$ cat src/rtl/counter_sample_pkg.sv
// Shared types and helpers for the counter sample FIFO.
//   sample_t  : one buffered sample {value, delta, first}
//   mod_delta : modular difference of two counter readings
package counter_sample_pkg;

  localparam int unsigned DATA_W_DEFAULT = 8;

  typedef struct packed {
    logic [DATA_W_DEFAULT-1:0] value;
    logic [DATA_W_DEFAULT-1:0] delta;
    logic                      first;
  } sample_t;

  // Natural wrap: truncation to DATA_W gives the modular difference.
  function automatic logic [DATA_W_DEFAULT-1:0] mod_delta(
    input logic [DATA_W_DEFAULT-1:0] cur,
    input logic [DATA_W_DEFAULT-1:0] prev
  );
    return DATA_W_DEFAULT'(cur - prev);
  endfunction

endpackage

$ cat src/rtl/sample_fifo.sv
// First-word-fall-through FIFO of sample_t entries.
// Ports: clk, rst (sync, active-high), push_i/push_data_i, pop_i,
//        head_o (zero while empty), full_o, empty_o, level_o.
// A push while full is accepted only together with a pop.
module sample_fifo
  import counter_sample_pkg::*;
#(
  parameter int unsigned DEPTH = 4
) (
  input  logic                         clk,
  input  logic                         rst,
  input  logic                         push_i,
  input  sample_t                      push_data_i,
  input  logic                         pop_i,
  output sample_t                      head_o,
  output logic                         full_o,
  output logic                         empty_o,
  output logic [$clog2(DEPTH+1)-1:0]   level_o
);

  localparam int unsigned PTR_W = $clog2(DEPTH);
  localparam int unsigned LVL_W = $clog2(DEPTH+1);

  sample_t            mem_q [DEPTH];
  logic [PTR_W-1:0]   rd_ptr_q, rd_ptr_d;
  logic [PTR_W-1:0]   wr_ptr_q, wr_ptr_d;
  logic [LVL_W-1:0]   level_q,  level_d;
  logic               do_push, do_pop;

  assign full_o  = (level_q == LVL_W'(DEPTH));
  assign empty_o = (level_q == '0);
  assign level_o = level_q;
  assign head_o  = empty_o ? '0 : mem_q[rd_ptr_q];

  // Pointer and occupancy next-state; pointers wrap modulo DEPTH.
  always_comb begin
    do_pop   = pop_i && !empty_o;
    do_push  = push_i && (!full_o || do_pop);
    rd_ptr_d = rd_ptr_q;
    wr_ptr_d = wr_ptr_q;
    level_d  = level_q;
    if (do_pop)  rd_ptr_d = rd_ptr_q + PTR_W'(1);
    if (do_push) wr_ptr_d = wr_ptr_q + PTR_W'(1);
    case ({do_push, do_pop})
      2'b10:   level_d = level_q + LVL_W'(1);
      2'b01:   level_d = level_q - LVL_W'(1);
      default: level_d = level_q;
    endcase
  end

  always_ff @(posedge clk) begin
    if (rst) begin
      rd_ptr_q <= '0;
      wr_ptr_q <= '0;
      level_q  <= '0;
    end else begin
      rd_ptr_q <= rd_ptr_d;
      wr_ptr_q <= wr_ptr_d;
      level_q  <= level_d;
    end
  end

  // Storage needs no reset: the head is masked while empty.
  always_ff @(posedge clk) begin
    if (do_push) mem_q[wr_ptr_q] <= push_data_i;
  end

endmodule

$ cat src/rtl/counter_sample_fifo.sv
// Samples an upstream counter every (div+1) enabled cycles, forms the
// modular delta to the previous accepted sample and buffers {value,
// delta, first} in an FWFT FIFO drained by a valid/ready consumer.
// Ports: clk, rst (sync, active-high), en, div, cnt_in,
//        out_valid/out_ready/out_data/out_delta/out_first,
//        overflow (sticky) with ovf_clr, level.
// Optional macro COUNTER_SAMPLE_FIFO_DROP_CNT_EN adds drop_cnt[15:0],
// a saturating count of dropped samples, also cleared by ovf_clr.
module counter_sample_fifo
  import counter_sample_pkg::*;
#(
  parameter int unsigned DATA_W = DATA_W_DEFAULT,
  parameter int unsigned DEPTH  = 4,
  parameter int unsigned DIV_W  = 8
) (
  input  logic                        clk,
  input  logic                        rst,
  input  logic                        en,
  input  logic [DIV_W-1:0]            div,
  input  logic [DATA_W-1:0]           cnt_in,
  output logic                        out_valid,
  input  logic                        out_ready,
  output logic [DATA_W-1:0]           out_data,
  output logic [DATA_W-1:0]           out_delta,
  output logic                        out_first,
  output logic                        overflow,
  input  logic                        ovf_clr,
  output logic [$clog2(DEPTH+1)-1:0]  level
`ifdef COUNTER_SAMPLE_FIFO_DROP_CNT_EN
  ,
  output logic [15:0]                 drop_cnt
`endif
);

  logic [DIV_W-1:0]  div_cnt_q, div_cnt_d;
  logic [DATA_W-1:0] prev_q, prev_d;
  logic              first_pending_q, first_pending_d;
  logic              overflow_q, overflow_d;
  logic              tick_c, pop_c, push_c, drop_c, full_c, empty_c;
  sample_t           sample_c, head_c;

  // Divider compares against the live div value, so a shrink below the
  // current count runs the counter round to its natural wrap.
  assign tick_c  = en && (div_cnt_q == div);
  assign pop_c   = !empty_c && out_ready;
  assign push_c  = tick_c && (!full_c || pop_c);
  assign drop_c  = tick_c && full_c && !pop_c;

  always_comb begin
    sample_c.value = DATA_W_DEFAULT'(cnt_in);
    sample_c.delta = first_pending_q ? '0
                   : mod_delta(DATA_W_DEFAULT'(cnt_in), DATA_W_DEFAULT'(prev_q));
    sample_c.first = first_pending_q;
  end

  // Dropped samples leave prev/first untouched so accepted deltas sum
  // to the net counter change.
  always_comb begin
    div_cnt_d       = div_cnt_q;
    prev_d          = prev_q;
    first_pending_d = first_pending_q;
    overflow_d      = overflow_q;
    if (!en) begin
      div_cnt_d       = '0;
      first_pending_d = 1'b1;
    end else if (tick_c) begin
      div_cnt_d = '0;
    end else begin
      div_cnt_d = div_cnt_q + DIV_W'(1);
    end
    if (push_c) begin
      prev_d          = cnt_in;
      first_pending_d = 1'b0;
    end
    if (drop_c)       overflow_d = 1'b1;
    else if (ovf_clr) overflow_d = 1'b0;
  end

  always_ff @(posedge clk) begin
    if (rst) begin
      div_cnt_q       <= '0;
      prev_q          <= '0;
      first_pending_q <= 1'b1;
      overflow_q      <= 1'b0;
    end else begin
      div_cnt_q       <= div_cnt_d;
      prev_q          <= prev_d;
      first_pending_q <= first_pending_d;
      overflow_q      <= overflow_d;
    end
  end

`ifdef COUNTER_SAMPLE_FIFO_DROP_CNT_EN
  logic [15:0] drop_cnt_q, drop_cnt_d;

  // Saturating drop counter; a drop in the clear cycle counts as one.
  always_comb begin
    drop_cnt_d = drop_cnt_q;
    if (ovf_clr)                          drop_cnt_d = drop_c ? 16'd1 : 16'd0;
    else if (drop_c && drop_cnt_q != '1)  drop_cnt_d = drop_cnt_q + 16'd1;
  end

  always_ff @(posedge clk) begin
    if (rst) drop_cnt_q <= '0;
    else     drop_cnt_q <= drop_cnt_d;
  end

  assign drop_cnt = drop_cnt_q;
`endif

  sample_fifo #(
    .DEPTH (DEPTH)
  ) u_fifo (
    .clk         (clk),
    .rst         (rst),
    .push_i      (push_c),
    .push_data_i (sample_c),
    .pop_i       (pop_c),
    .head_o      (head_c),
    .full_o      (full_c),
    .empty_o     (empty_c),
    .level_o     (level)
  );

  assign out_valid = !empty_c;
  assign out_data  = DATA_W'(head_c.value);
  assign out_delta = DATA_W'(head_c.delta);
  assign out_first = head_c.first;
  assign overflow  = overflow_q;

endmodule

$ cat config.mk
export PLATFORM = sky130hd
export DESIGN_NAME = counter_sample_fifo
export DESIGN_NICKNAME = d
export VERILOG_FILES = /design/src/rtl/counter_sample_pkg.sv /design/src/rtl/sample_fifo.sv /design/src/rtl/counter_sample_fifo.sv
export SDC_FILE = /design/constraint.sdc
export NUM_CORES = 1
export LEC_CHECK = 0
export CORE_MARGIN = 1
export CORE_UTILIZATION = 56
export DETAILED_ROUTE_END_ITERATION = 10
export GPL_TIMING_DRIVEN = 1
export PLACE_DENSITY_LB_ADDON = 0.12
export SKIP_LAST_GASP = 1
export SYNTH_ARGS = -nofsm -noshare
export SYNTH_HDL_FRONTEND = slang
export SYNTH_SLANG_ARGS = --single-unit
$ cat constraint.sdc
create_clock -name clk -period 4.3 [get_ports clk]
set_input_delay 1.29 -clock clk [delete_from_list [all_inputs] [get_ports clk]]
set_output_delay 1.29 -clock clk [all_outputs]
set_load 0.02 [all_outputs]
After elaboration in Yosys (flattened, before gate mapping)
Memories as Yosys holds them, arrays and structs flattened. A register that Yosys moved wholly into a read port is not among the register bits.
Index checks and enable logic that the tools add are counted.
{"block": "classes", "n_addsub": 6, "eq_ne": 5, "muxes": 11, "n_bitwise": 1, "n_reduce_logical": 16}
{"cell": "$mux W17", "count": 1}
{"cell": "$add A8 B1 Y8 const B", "count": 1}
{"cell": "$eq A8 B8 Y1", "count": 1}
{"cell": "$mux W8", "count": 1}
{"cell": "$sub A8 B8 Y8", "count": 1}
{"cell": "$logic_and A1 B1 Y1", "count": 7}
{"cell": "$mux W1", "count": 6}
{"cell": "$pmux W3 S2", "count": 1}
{"cell": "$add A2 B1 Y2 const B", "count": 2}
{"cell": "$mux W2", "count": 2}
{"cell": "$reduce_bool A2 Y1", "count": 2}
{"cell": "$add A3 B1 Y3 const B", "count": 1}
{"cell": "$eq A3 B3 Y1 const B", "count": 1}
{"cell": "$logic_not A1 Y1", "count": 3}
{"cell": "$logic_not A3 Y1", "count": 1}
{"cell": "$reduce_or A3 Y1", "count": 1}
{"cell": "$sub A3 B1 Y3 const B", "count": 1}
{"cell": "$eq A2 B1 Y1 const B", "count": 1}
{"cell": "$eq A2 B2 Y1 const B", "count": 1}
{"cell": "$logic_or A1 B1 Y1", "count": 2}
{"cell": "$ne A2 B1 Y1 const B", "count": 1}
{"cell": "$not A1 Y1", "count": 1}
{"block": "totals", "ff_bits": 25, "ram_bits": 68, "inputBits": 21, "output_inout_bits": 22, "wordCells": 47, "n_memories": 1}
{"memory": "u_fifo.mem_q", "words": 4, "word_bits": 17, "rd": 1, "rd_clocked_by_memory_dff": 1, "wr": 1, "line_no": "sample_fifo.sv:24", "text": "sample_t mem_q [DEPTH];"}

Depth between registers and ports, before layout
{"block": "depth", "word_depth": 8, "mapped_depth": 11, "mapped_depth_nobuf": 10}

By module
A second synthesis with hierarchy kept.
{"block": "hier_totals", "hier_cells": 312, "area_unflattened_um2": 4401.7}
{"mod": "sample_fifo", "n_inst": 1, "cells_per_inst": 162, "area_per_inst_um2": 3116.7, "seq_area_each_um2": 2222.1}
{"mod": "counter_sample_fifo", "n_inst": 1, "cells_per_inst": 150, "area_per_inst_um2": 1285.0, "seq_area_each_um2": 360.3}

Worst setup path before layout
Ideal clock, no wire load.
{"block": "synth_path", "path_kind": "input to register", "from": "input out_ready", "to": "register u_fifo.level_q[2] (netlist: u_fifo.level_o[2])", "setup_ps": 71, "arrival_ps": 3341, "required_time_ps": 4229, "path_slack_ps": 889, "path_stages": 11, "cell_sequence": "or4b_1 -> nand2_1 -> nor3_4 -> buf_2 -> inv_1 -> ha_1 -> inv_1 -> fa_1 -> xor2_1 -> or3_1 -> a21oi_1"}
{"block": "synth_via", "elab_chain_len": 6, "elab_cells_between_ends": 10, "classes_between": "2 x eq/ne; 1 x mux; 7 x reduce/logical"}
{"element": "start: declaration", "line_no": "counter_sample_fifo.sv:22", "text": "input logic out_ready,"}
{"element": "$logic_and A1 B1 Y1 *", "line_no": "counter_sample_fifo.sv:45", "text": "assign pop_c = !empty_c && out_ready;"}
{"element": "$logic_or A1 B1 Y1 / $logic_and A1 B1 Y1 (equally long branches)", "line_no": "counter_sample_fifo.sv:46, sample_fifo.sv:37"}
{"element": "$logic_and A1 B1 Y1 / $logic_or A1 B1 Y1 (equally long branches)", "line_no": "counter_sample_fifo.sv:46, sample_fifo.sv:38"}
{"element": "$logic_and A1 B1 Y1", "line_no": "sample_fifo.sv:38", "text": "do_push = push_i && (!full_o || do_pop);"}
{"element": "$eq A2 B1 Y1 / $eq A2 B2 Y1 (equally long branches)", "line_no": "sample_fifo.sv:44", "text": "case ({do_push, do_pop})"}
{"element": "$pmux W3 S2 / $reduce_bool A2 Y1 (equally long branches)"}
{"element": "end signal: assignment", "line_no": "sample_fifo.sv:59", "text": "level_q <= level_d;"}
{"element": "end: declaration", "line_no": "sample_fifo.sv:27", "text": "logic [LVL_W-1:0] level_q, level_d;"}
Mark *: on every way between the ends. The rest lies on a longest branch, timed or not.
A chain may end at the register's enable or synchronous reset.

==> flow_metrics.tcl <==
set metrics [dict create \
    cp.depth 4 \
    setup_ws_ns 0.675 \
    nFillCells 552 \
    drv_slew 0 \
    ys_seq_area_share_pct 60.7 \
    start_kind "flop" \
    io_buffers 42 \
    insertedDiodeCount 0 \
    dp_hpwl_mm 5.08 \
    cts.sinks 95 \
    grt_usage_pct 21.0 \
    cts-resized-gates 0 \
    placed_area_um2 4850 \
    cts-root-buf "clkbuf_8" \
    tightest_slew_ns 0.922 \
    vias_per_cell 5.39 \
    cts_max_level 3 \
    die_area_um2 7950 \
    postLayoutCoreUtil_pct 69.1 \
    cts_tree "done" \
    vias 2473 \
    grt_pass1_vias 2387 \
    path_class "flop to output pin" \
    whs_path_depth 2 \
    syn_inst 304 \
    layout.nets 391 \
    finalSetupViolations 0 \
    crit_required_ns 3.01 \
    wl_mm 7.60 \
    grt_pass1_wl_mm 11.8 \
    start_util_pct 58.4 \
    clockBufferDepth 2 \
    holdBufCountCts 0 \
    slew_headroom_pct 36.9 \
    post-cts-setup-buffer-count 0 \
    rows 31 \
    p_per_area_nw_per_um2 317 \
    leakage_uw 0.00165 \
    ys_ff_latch 95 \
    reg2reg_depth 10 \
    die_h_um 89.2 \
    path_buf_inv 2 \
    dr.pass1.iters 4 \
    worstSetupEndpointType "output pin" \
    finalInstanceArea_um2 5040 \
    overflow 0 \
    chipWidth_um 89.2 \
    yosysWarnings 0 \
    skew_ns 0.0131 \
    syn_area_um2 4260 \
    crit_path_max_fanout 14 \
    crit_arrival_ns 2.33 \
    drive_gt1_share_pct 13.1 \
    slowest_stage "clkdlybuf4s50_1" \
    whs_ns 0.478 \
    insertion_delay_ns 0.37 \
    pre_cts_ws_ns 0.502 \
    grt_setup_unrepaired "no" \
    grt_max_degree 28 \
    finalSetupTns_ns 0 \
    timing.final.crit_share_pct 84.3 \
    clkTransAtPathRegs_ns 0.09 \
    outcome "complete, no violations" \
    cp_top_family "buffers and inverters" \
    drcViolationCount 0 \
    rrSetupSlack_ns 1.85 \
    yosys_most_used_dff "edfxtp_1" \
    finalWorstPathRequiredPeriod_ns 3.62 \
    synth_edf_count 68 \
    fmax_mhz 276 \
    postRouteAntennaNets 0 \
    synth_cell_type_count 39 \
    max_stage_delay_ns 0.54 \
    hold_class "flop to flop" \
    ir_worst_vdd_uv 238 \
    yosysTopAreaCell "edfxtp_1" \
    hold_viol_final 0 \
    antenna_found_initial 0 \
    syn_to_final_growth_pct 18.4 \
    syn_avg_cell_area_um2 14.0 \
    syn_nets 340 \
    drv_cap 0 \
    crit_chain "buf_12, mux4_2, and2_1, clkdlybuf4s50_1" \
    synth_top_area_share_pct 48.0 \
    coreArea_um2 7290 \
    ys_top_cells_by_area "edfxtp_1 48%, dfxtp_1 13%, mux4_2 9.0%" \
    drtIter0Drc 140 \
    routedWlPerCell_um 16.6 \
    async_flop_share_pct 0 \
    cts_inserted_buffers 9 \
    io_pins 43 \
    gp_congestion 0.803 \
]
[worst paths after layout]
path,start,to
worst max register to register,u_fifo.level_o[0]$_SDFFE_PP0P_,u_fifo.level_o[2]$_SDFFE_PP0P_
worst min-delay path,prev_q[2]$_SDFFE_PP0P_,prev_q[2]$_SDFFE_PP0P_
worst min register to register,prev_q[2]$_SDFFE_PP0P_,prev_q[2]$_SDFFE_PP0P_
worst max-delay path,flop,out_data[0]
[sequential cells by signal, indices dropped and copies added, names as in the netlist, named ones only]
name             flops
prev_q               8
overflow             1
u_fifo.level_o       3
first_pending_q      1
u_fifo.rd_ptr_q      2
u_fifo.wr_ptr_q      2
div_cnt_q            8
u_fifo.mem_q        68
[per-layer routing]
layer | up-vias | GRT usage [%] | share of wire, %
met4 | 0 | 8.23 | 1.4
met3 | 10 | 3.32 | 2.4
met5 | - | 0 | 0
li1 | 1203 | - | -
met2 | 37 | 34.7 | 49
met1 | 1223 | 28.1 | 47
[worst reg2reg max path, stage by stage, from the launching register on]
cell and delay (ns):
dfxtp_1 0.37, or4b_1 0.56, nand2_1 0.13, nor3_4 0.05, inv_1 0.05, ha_1 0.16
inv_1 0.06, fa_1 0.38, xor2_1 0.16, or3_1 0.30, a21oi_1 0.16
[cell usage after synthesis (4+ instances only)]
| cell | count |
|---|---|
| mux4_2 | 17 |
| ha_1 | 13 |
| inv_1 | 18 |
| edfxtp_1 | 68 |
| mux2i_1 | 9 |
| xor2_1 | 8 |
| o21ai_0 | 4 |
| a21oi_1 | 4 |
| nand2b_1 | 19 |
| and2_1 | 24 |
| xnor2_1 | 13 |
| or4_1 | 4 |
| clkbuf_1 | 9 |
| nor2_1 | 24 |
| dfxtp_1 | 27 |
| nand3_1 | 8 |
[cells in the final DEF (no fill, tap or decap), drive strengths merged, types with 2 or more instances in the layout]
cell type	netlist	layout
and3	2	2
nor3	2	2
mux4	17	17
inv	18	20
buf	3	10
nor2	24	24
edfxtp	68	68
nor2b	2	2
xnor2	13	13
o21a	2	2
dfxtp	27	27
nand4	2	2
ha	13	13
clkbuf	9	9
mux2i	9	9
nand3	8	8
a21oi	4	4
or4	4	4
xor2	8	8
mux2	2	2
or3	2	2
nand2b	19	19
clkinv	0	4
clkdlybuf4s50	0	42
nand2	3	3
nor4b	2	2
fa	2	2
and2	24	24
o21ai	5	5
nor3b	2	2
[final cells by class]
| type | count | area [µm²] | share of cell area (%) |
|---|---|---|---|
| tap | 99 | 124 | 2.46 |
| clock buffer | 9 | 124 | 2.46 |
| sequential | 95 | 2580 | 51.2 |
| clock inverter | 7 | 65.1 | 1.29 |
| timing repair buffer | 52 | 520 | 10.3 |
| inverter | 18 | 67.6 | 1.34 |
| multi-input combinational | 179 | 1560 | 30.9 |
[per-stage QoR]
step	total power, µW	instances
after global routing	1650	459
after detailed placement	1070	443
after CTS	1610	459
after floorplan	1030	304
after global placement	1060	443
final	1600	459
[power by group]
| part | internal, µW | leakage, µW | total (µW) | switching, µW |
|---|---|---|---|---|
| combinational | 37.2 | 0.000733 | 69.3 | 32.1 |
| clock | 222 | 0.0000934 | 551 | 329 |
| sequential | 973 | 0.000822 | 975 | 1.88 |
[kinds of logic (layout without fill, tap and decap cells)]
| kind of cell | after synthesis | after routing | synth area share (%) |
|---|---|---|---|
| DFF | 95 | 95 | 60.7 |
| adders and majority gates | 15 | 15 | 4.76 |
| buffers and inverters | 30 | 86 | 2.73 |
| and+or+nand+nor | 98 | 98 | 13.3 |
| AOI/OAI and AO/OA | 17 | 17 | 2.59 |
| xor gates and xnor gates | 21 | 21 | 4.32 |
| muxes | 28 | 28 | 11.6 |
Note: power is estimated with default switching activity, not from simulation.
